### config.mk
export PLATFORM = sky130hd
export DESIGN_NAME = mmio_uart_tx
export DESIGN_NICKNAME = d
export VERILOG_FILES = /design/src/rtl/mmio_uart_pkg.sv /design/src/rtl/mmio_uart_tx_sync_fifo.sv /design/src/rtl/mmio_uart_tx.sv
export SDC_FILE = /design/constraint.sdc
export NUM_CORES = 1
export LEC_CHECK = 0
export ABC_AREA = 1
export BUFFER_PORTS_ARGS = -buffer_cell sky130_fd_sc_hd__buf_2
export CAP_MARGIN = 20
export CORE_UTILIZATION = 35
export CTS_BUF_LIST = sky130_fd_sc_hd__clkbuf_2 sky130_fd_sc_hd__clkbuf_4 sky130_fd_sc_hd__clkbuf_8
export CTS_CLUSTER_DIAMETER = 200
export DETAILED_ROUTE_END_ITERATION = 6
export PLACE_DENSITY = 0.65
export SLEW_MARGIN = 20
export SYNTH_ARGS = -nofsm -noshare
export SYNTH_HDL_FRONTEND = slang
export SYNTH_SLANG_ARGS = --single-unit
### constraint.sdc
create_clock -name clk -period 2.7 [get_ports clk]
set_input_delay 0.27 -clock clk [delete_from_list [all_inputs] [get_ports clk]]
set_output_delay 0.27 -clock clk [all_outputs]
set_load 0.01 [all_outputs]
### src/rtl/mmio_uart_pkg.sv
// Shared definitions for the memory-mapped UART transmitter: register offsets,
// STATUS bit positions and the serializer state encoding.
// Optional build macro: MMIO_UART_TX_PARITY_EN adds the PARITY state.
package mmio_uart_pkg;

  localparam logic [1:0] OFF_TXDATA = 2'd0;
  localparam logic [1:0] OFF_STATUS = 2'd1;
  localparam logic [1:0] OFF_BAUD   = 2'd2;

  localparam int unsigned SB_FULL    = 0;
  localparam int unsigned SB_EMPTY   = 1;
  localparam int unsigned SB_BUSY    = 2;
  localparam int unsigned SB_OVF     = 3;
  localparam int unsigned SB_CNT_LSB = 4;
  localparam int unsigned SB_PARITY  = 8;

  typedef enum logic [2:0] {
    ST_IDLE  = 3'd0,
    ST_START = 3'd1,
    ST_DATA  = 3'd2,
    ST_STOP  = 3'd3
`ifdef MMIO_UART_TX_PARITY_EN
    , ST_PARITY = 3'd4
`endif
  } uart_tx_state_t;

endpackage

### src/rtl/mmio_uart_tx_sync_fifo.sv
// Synchronous FIFO with one-bit-wider pointers for full/empty detection.
// A push while full is dropped unless a pop happens in the same cycle.
module sync_fifo #(
  parameter int unsigned WIDTH = 8,
  parameter int unsigned DEPTH = 8
) (
  input  logic                     clk,
  input  logic                     reset_n,
  input  logic                     push,
  input  logic                     pop,
  input  logic [WIDTH-1:0]         din,
  output logic [WIDTH-1:0]         dout,
  output logic                     full,
  output logic                     empty,
  output logic [$clog2(DEPTH):0]   count
);
  localparam int unsigned AW = $clog2(DEPTH);

  logic [WIDTH-1:0] mem_q [DEPTH];
  logic [AW:0]      wr_ptr_q, rd_ptr_q;
  logic             do_push, do_pop;

  assign count   = wr_ptr_q - rd_ptr_q;
  assign full    = (count == (AW+1)'(DEPTH));
  assign empty   = (count == '0);
  assign do_pop  = pop & ~empty;
  assign do_push = push & (~full | do_pop);
  assign dout    = mem_q[rd_ptr_q[AW-1:0]];

  // Pointer update
  always_ff @(posedge clk or negedge reset_n) begin
    if (!reset_n) begin
      wr_ptr_q <= '0;
      rd_ptr_q <= '0;
    end else begin
      if (do_push) wr_ptr_q <= wr_ptr_q + 1'b1;
      if (do_pop)  rd_ptr_q <= rd_ptr_q + 1'b1;
    end
  end

  // Storage write
  always_ff @(posedge clk) begin
    if (do_push) mem_q[wr_ptr_q[AW-1:0]] <= din;
  end

endmodule

### src/rtl/mmio_uart_tx.sv
// Memory-mapped 8N1 UART transmitter on the CPU data-memory bus.
// Optional build macro: MMIO_UART_TX_PARITY_EN (STATUS bit8 parity_on, PARITY state).
module mmio_uart_tx
  import mmio_uart_pkg::*;
#(
  parameter logic [31:0] BASE_ADDR   = 32'hFFFF_FFE0,
  parameter int unsigned FIFO_DEPTH  = 8,
  parameter logic [15:0] DEFAULT_DIV = 16'd1250
) (
  input  logic        clk,
  input  logic        reset_n,
  input  logic        dmem_wren,
  input  logic [31:0] dmem_address,
  input  logic [31:0] dmem_data_in,
  input  logic [2:0]  funct3,
  output logic [31:0] dmem_data_out,
  output logic        sel_q,
  output logic        tx,
  output logic        tx_busy
);
  localparam int unsigned CW = $clog2(FIFO_DEPTH) + 1;

  logic           hit, wr_hit;
  logic [1:0]     offset;
  logic [31:0]    rdata_d, rdata_q;
  logic [15:0]    baud_q;
  logic           ovf_q;
  logic           push_q;
  logic [7:0]     push_data_q;
  logic           pop, full, empty;
  logic [7:0]     fifo_dout;
  logic [CW-1:0]  count;
  logic [31:0]    count32;
  logic [3:0]     count_sat;
  uart_tx_state_t state_q;
  logic [15:0]    div_q, cnt_q;
  logic [2:0]     bit_idx_q;
  logic [7:0]     shift_q;
  logic           tx_q;
  logic           wrap;
  logic           unused;
`ifdef MMIO_UART_TX_PARITY_EN
  logic           parity_q;
`endif

  assign hit       = (dmem_address[31:4] == BASE_ADDR[31:4]);
  assign offset    = dmem_address[3:2];
  assign wr_hit    = dmem_wren & hit;
  assign count32   = 32'(count);
  assign count_sat = (count32 > 32'd15) ? 4'hF : count32[3:0];
  assign wrap      = (cnt_q == div_q - 16'd1);
  assign tx_busy   = (state_q != ST_IDLE) | ~empty;
  assign tx        = tx_q;
  assign dmem_data_out = rdata_q;
  assign unused    = ^{dmem_address[1:0], dmem_data_in[31:16]};

  sync_fifo #(.WIDTH(8), .DEPTH(FIFO_DEPTH)) u_fifo (
    .clk    (clk),
    .reset_n(reset_n),
    .push   (push_q),
    .pop    (pop),
    .din    (push_data_q),
    .dout   (fifo_dout),
    .full   (full),
    .empty  (empty),
    .count  (count)
  );

  // Read-data mux for the register window
  always_comb begin
    rdata_d = '0;
    case (offset)
      OFF_STATUS: begin
        rdata_d[SB_FULL]             = full;
        rdata_d[SB_EMPTY]            = empty;
        rdata_d[SB_BUSY]             = tx_busy;
        rdata_d[SB_OVF]              = ovf_q;
        rdata_d[SB_CNT_LSB +: 4]     = count_sat;
`ifdef MMIO_UART_TX_PARITY_EN
        rdata_d[SB_PARITY]           = parity_q;
`endif
      end
      OFF_BAUD: rdata_d[15:0] = baud_q;
      default:  rdata_d = '0;
    endcase
  end

  // Registered read response, one cycle after the address like memory
  always_ff @(posedge clk or negedge reset_n) begin
    if (!reset_n) begin
      sel_q   <= 1'b0;
      rdata_q <= '0;
    end else begin
      sel_q   <= hit;
      rdata_q <= hit ? rdata_d : '0;
    end
  end

  // Control registers; TXDATA push is staged one cycle before entering the FIFO
  always_ff @(posedge clk or negedge reset_n) begin
    if (!reset_n) begin
      baud_q      <= DEFAULT_DIV;
      ovf_q       <= 1'b0;
      push_q      <= 1'b0;
      push_data_q <= '0;
`ifdef MMIO_UART_TX_PARITY_EN
      parity_q    <= 1'b0;
`endif
    end else begin
      push_q      <= wr_hit && (offset == OFF_TXDATA);
      push_data_q <= dmem_data_in[7:0];
      if (wr_hit && (offset == OFF_BAUD) && (funct3 == 3'b010))
        baud_q <= (dmem_data_in[15:0] == 16'd0) ? 16'd1 : dmem_data_in[15:0];
      if (push_q && full && !pop)
        ovf_q <= 1'b1;
      else if (wr_hit && (offset == OFF_STATUS) && dmem_data_in[SB_OVF])
        ovf_q <= 1'b0;
`ifdef MMIO_UART_TX_PARITY_EN
      if (wr_hit && (offset == OFF_STATUS))
        parity_q <= dmem_data_in[SB_PARITY];
`endif
    end
  end

  // FIFO pop request: on leaving IDLE or at the end of a stop bit
  always_comb begin
    pop = 1'b0;
    if (!empty) begin
      case (state_q)
        ST_IDLE: pop = 1'b1;
        ST_STOP: pop = wrap;
        default: pop = 1'b0;
      endcase
    end
  end

  // Serializer FSM with registered tx
  always_ff @(posedge clk or negedge reset_n) begin
    if (!reset_n) begin
      state_q   <= ST_IDLE;
      tx_q      <= 1'b1;
      cnt_q     <= '0;
      bit_idx_q <= '0;
      shift_q   <= '0;
      div_q     <= DEFAULT_DIV;
    end else begin
      cnt_q <= wrap ? 16'd0 : cnt_q + 16'd1;
      case (state_q)
        ST_IDLE: begin
          tx_q  <= 1'b1;
          cnt_q <= '0;
          if (!empty) begin
            shift_q <= fifo_dout;
            div_q   <= baud_q;
            tx_q    <= 1'b0;
            state_q <= ST_START;
          end
        end
        ST_START: begin
          if (wrap) begin
            bit_idx_q <= '0;
            tx_q      <= shift_q[0];
            state_q   <= ST_DATA;
          end
        end
        ST_DATA: begin
          if (wrap) begin
            if (bit_idx_q == 3'd7) begin
`ifdef MMIO_UART_TX_PARITY_EN
              if (parity_q) begin
                tx_q    <= ^shift_q;
                state_q <= ST_PARITY;
              end else begin
                tx_q    <= 1'b1;
                state_q <= ST_STOP;
              end
`else
              tx_q    <= 1'b1;
              state_q <= ST_STOP;
`endif
            end else begin
              bit_idx_q <= bit_idx_q + 3'd1;
              tx_q      <= shift_q[bit_idx_q + 3'd1];
            end
          end
        end
`ifdef MMIO_UART_TX_PARITY_EN
        ST_PARITY: begin
          if (wrap) begin
            tx_q    <= 1'b1;
            state_q <= ST_STOP;
          end
        end
`endif
        ST_STOP: begin
          if (wrap) begin
            if (!empty) begin
              shift_q <= fifo_dout;
              div_q   <= baud_q;
              tx_q    <= 1'b0;
              state_q <= ST_START;
            end else begin
              tx_q    <= 1'b1;
              state_q <= ST_IDLE;
            end
          end
        end
        default: begin
          tx_q    <= 1'b1;
          state_q <= ST_IDLE;
        end
      endcase
    end
  end

endmodule

==> summary.txt <==
Pwr
  • NetSw: 1.62 mW
  • Combinational fraction of design power: 0.195
  • Pwr/cell area: 611 nW/um^2
  • Clock power share: 0.332
  • Internal power: 3.93 mW
  • Static Leak: 4.03 nW
  • Peak supply drop: 0.000282 V
  • Tot Pwr: 5.55 mW
  • Part of the power in registers: 0.473
  • Switch share: 0.292

Finish
  • Commonest cells after routing, fill and taps aside: nand2_1, nor2_1, dfrtp_1
  • Most common cell after layout, fill and taps aside: nand2_1
  • Finished Cell Area: 9070 um^2
  • Filler cells: 2041
  • Ant diodes: 0
  • Synth-to-Final Area Change: 18.8%
  • Sequential cell area: 4370 um^2
  • Multi-input logic area: 2890 um^2
  • Layout cells sized above 1: 0.221
  • Layout Nets: 983

Global route
  • Initial antenna violation count: 0
  • Vias in the first global route: 5303
  • Overall Global Routing Usage: 0.157
  • Largest net degree at the start of global routing: 56
  • GRT overflow: 0
  • Global-route wire length before repair: 26800 um

Yosys
  • Sequential fraction of the synthesis area: 0.572
  • Post-synthesis instance total: 790
  • Primary FF master, synth: dfrtp_1
  • Synth Warn #: 0
  • Yosys reg bits: 161
  • Synthesized area: 7630 um^2
  • Syn_area_per_cell: 9.66 um^2
  • Async set-reset flop share out of synthesis: 0.602
  • Yosys cell types: 51
  • Post-synth EDFFs: 64

Placement
  • Post-DP Area: 8440 um^2
  • I/O Buffers: 70
  • DP Wirelength: 11900 um
  • DP Worst Slack: 0.0986 ns
  • GPL Wtd Cong: 0.814

Timing
  • Skew final: 0.0159 ns
  • Setup TNS after final layout: 0 ns
  • Final WS setup: 0.0842 ns
  • Relative max-transition margin: 0.622
  • Final period util: 0.969
  • Worst-margin pin slew: 0.566 ns
  • Final setup violation count: 0
  • RSZ-0062 raised after global routing: true
  • Final hold vios: 0
  • Final slew viol count: 0
  • Max Fclk: 382 MHz
  • Crit path time final: 2.62 ns

Run status
  • Status: completed

Critical path
  • Critical path's slowest cell: fa_2
  • Worst R2R Path Depth: 15
  • Reg2reg start: div_q[1]
  • CP delay by family, top: adder cells
  • CP Launch Type: register
  • Arr. time, crit path: 2.35 ns
  • Buffer and inverter count on the worst path: 5
  • Reg2reg setup slack: 0.13 ns
  • Max FO, Critical Path: 3
  • Worst path max stage delay: 0.52 ns
  • Reg2Reg Capture Point: u_fifo.mem_q[3][6]
  • Cells along the critical path: inv_2 > ha_2 > fa_2 > inv_1 > nor3_2 > nand2_1 > buf_6 > inv_2 > nand2_4 > buf_6
  • Critical path type: register to primary output
  • Worst EP required: 2.43 ns
  • Worst setup EP type: primary output

Floorplanning
  • Initial core utilization: 0.360
  • Num ports: 105
  • Die Height: 150 um
  • Die W: 150 um
  • Site Rows: 53
  • DIE AREA: 22400 um^2
  • Core ar.: 21200 um^2

Clock tree
  • TritonCTS clock tree: done
  • Clk buf depth: 2
  • Max H-tree Level: 4
  • Root Buffer: clkbuf_8
  • CTS buffer count: 17
  • CTS sink count: 161
  • Clock latency on the worst-skew pair: 0.47 ns
  • Clock slew at reported path FFs: 0.09 ns

Route
  • Via-to-Cell Ratio: 4.70
  • Remaining DRCs: 0
  • Via count: 5567
  • DR iter-0 viols: 198
  • DR WL/cell: 13.8 um
  • Final ANT Viol Nets: 0
  • Routed Wire Length: 16300 um
  • First-pass DRT Iterations: 4

Worst hold path
  • WHS Endpoint: baud_q[10]
  • Hold crit path type: input pin to register
  • Hold_sp: dmem_data_in[10]
  • Hold Path Depth: 3

Run
  • Max_cap viols: 0
## power groups by stage
stage | Clock [mW] | Combinational, mW | Sequential (mW)
global placement | 0 | 0.970 | 2.67
CTS | 1.89 | 1.03 | 2.63
floorplan | 0 | 0.732 | 2.67
global route | 1.98 | 1.22 | 2.63
detailed placement | 0 | 0.988 | 2.68
finish | 1.84 | 1.08 | 2.63
## area by class of cell
cell class              count  area share
clock buffers              20      0.0283
clock inverters            12      0.0174
inverters                  79      0.0327
multi-input cells         528       0.318
flip-flops and latches    161       0.481
well taps                 275      0.0379
repair buffers            109      0.0844
## synth_stat cells (11+ instances only)
cell type | instances | area share
nor2_1 | 90 | 0.044
nand3_1 | 36 | 0.024
buf_4 | 16 | 0.016
nor2_2 | 14 | 0.011
dfrtp_1 | 86 | 0.28
nand2_1 | 150 | 0.074
o21ai_1 | 21 | 0.014
edfxtp_1 | 64 | 0.25
a21oi_1 | 19 | 0.012
inv_1 | 75 | 0.037
xnor2_1 | 15 | 0.017
o21ai_0 | 56 | 0.037
ha_1 | 16 | 0.026
clkbuf_1 | 15 | 0.0074
xor2_1 | 11 | 0.013
dfstp_2 | 11 | 0.038
## sequential cells by signal, summed over array words and instances (netlist names), 8 cells and up
| register | count |
|---|---|
| u_fifo.mem_q | 64 |
| baud_q | 16 |
| cnt_q | 16 |
| div_q | 16 |
| dmem_data_out | 16 |
| push_data_q | 8 |
| shift_q | 8 |
## layer usage
| layer | global-route usage | vias to the layer above | routed length [um] |
|---|---|---|---|
| met4 | 0.0662 | 0 | 364 |
| met2 | 0.240 | 134 | 7400 |
| li1 | - | 2816 | - |
| met1 | 0.217 | 2593 | 7940 |
| met5 | 0 | - | 0 |
| met3 | 0.0280 | 24 | 611 |
## how the worst max path moves through the flow
stage / from / endpoint / slack [ns] / cells past startpoint
after CTS: u_fifo.rd_ptr_q[0] / tx_busy / 0.01 / 9
final: u_fifo.wr_ptr_q[0] / tx_busy / 0.08 / 10
after global routing: u_fifo.rd_ptr_q[0] / tx_busy / -0.03 / 9
after floorplan: div_q[1] / u_fifo.mem_q[2][0] / -0.03 / 15
after global placement: div_q[1] / u_fifo.mem_q[2][7] / 0.09 / 16
after detailed placement: div_q[1] / u_fifo.mem_q[2][7] / 0.1 / 16
## metrics by stage
| stage | std cells | hold slack, ns | util |
|---|---|---|---|
| 2_1_floorplan | 805 | -0.0256 | - |
| 3_3_place_gp | 1138 | 0.301 | 0.398 |
| 3_5_place_dp | 1138 | 0.302 | 0.398 |
| 4_1_cts | 1182 | 0.0106 | 0.423 |
| 5_1_grt | 1184 | 0.0230 | 0.428 |
| 6_report | 1184 | 0.0390 | 0.428 |
## kinds of logic (layout without fill, tap and decap cells)
| family | after synthesis | after routing | synth area share |
|---|---|---|---|
| AO/OA/AOI/OAI | 125 | 125 | 0.0926 |
| XOR/XNOR | 26 | 26 | 0.0298 |
| adder cells (fa/ha/maj) | 17 | 17 | 0.0288 |
| buffers and inverters | 116 | 220 | 0.0665 |
| flip-flops | 161 | 161 | 0.572 |
| multiplexers | 7 | 7 | 0.0103 |
| other | 1 | 16 | 0.000491 |
| AND/OR/NAND/NOR | 337 | 337 | 0.200 |
## repair_timing
action                                 in CTS  in global routing
endpoints found under the hold margin      44                  0
gates resized for setup                     5                 15
hold buffers                                9                  0
pin swaps                                   1                  3
setup endpoints to repair                   1                 65
buffers inserted                            3                  2
## tightest hold or removal path: stages
cell and delay [ns]:
buf_2 0.10, nand3_1 0.08, nand2_1 0.06
Power figures use the tool's default switching activity.
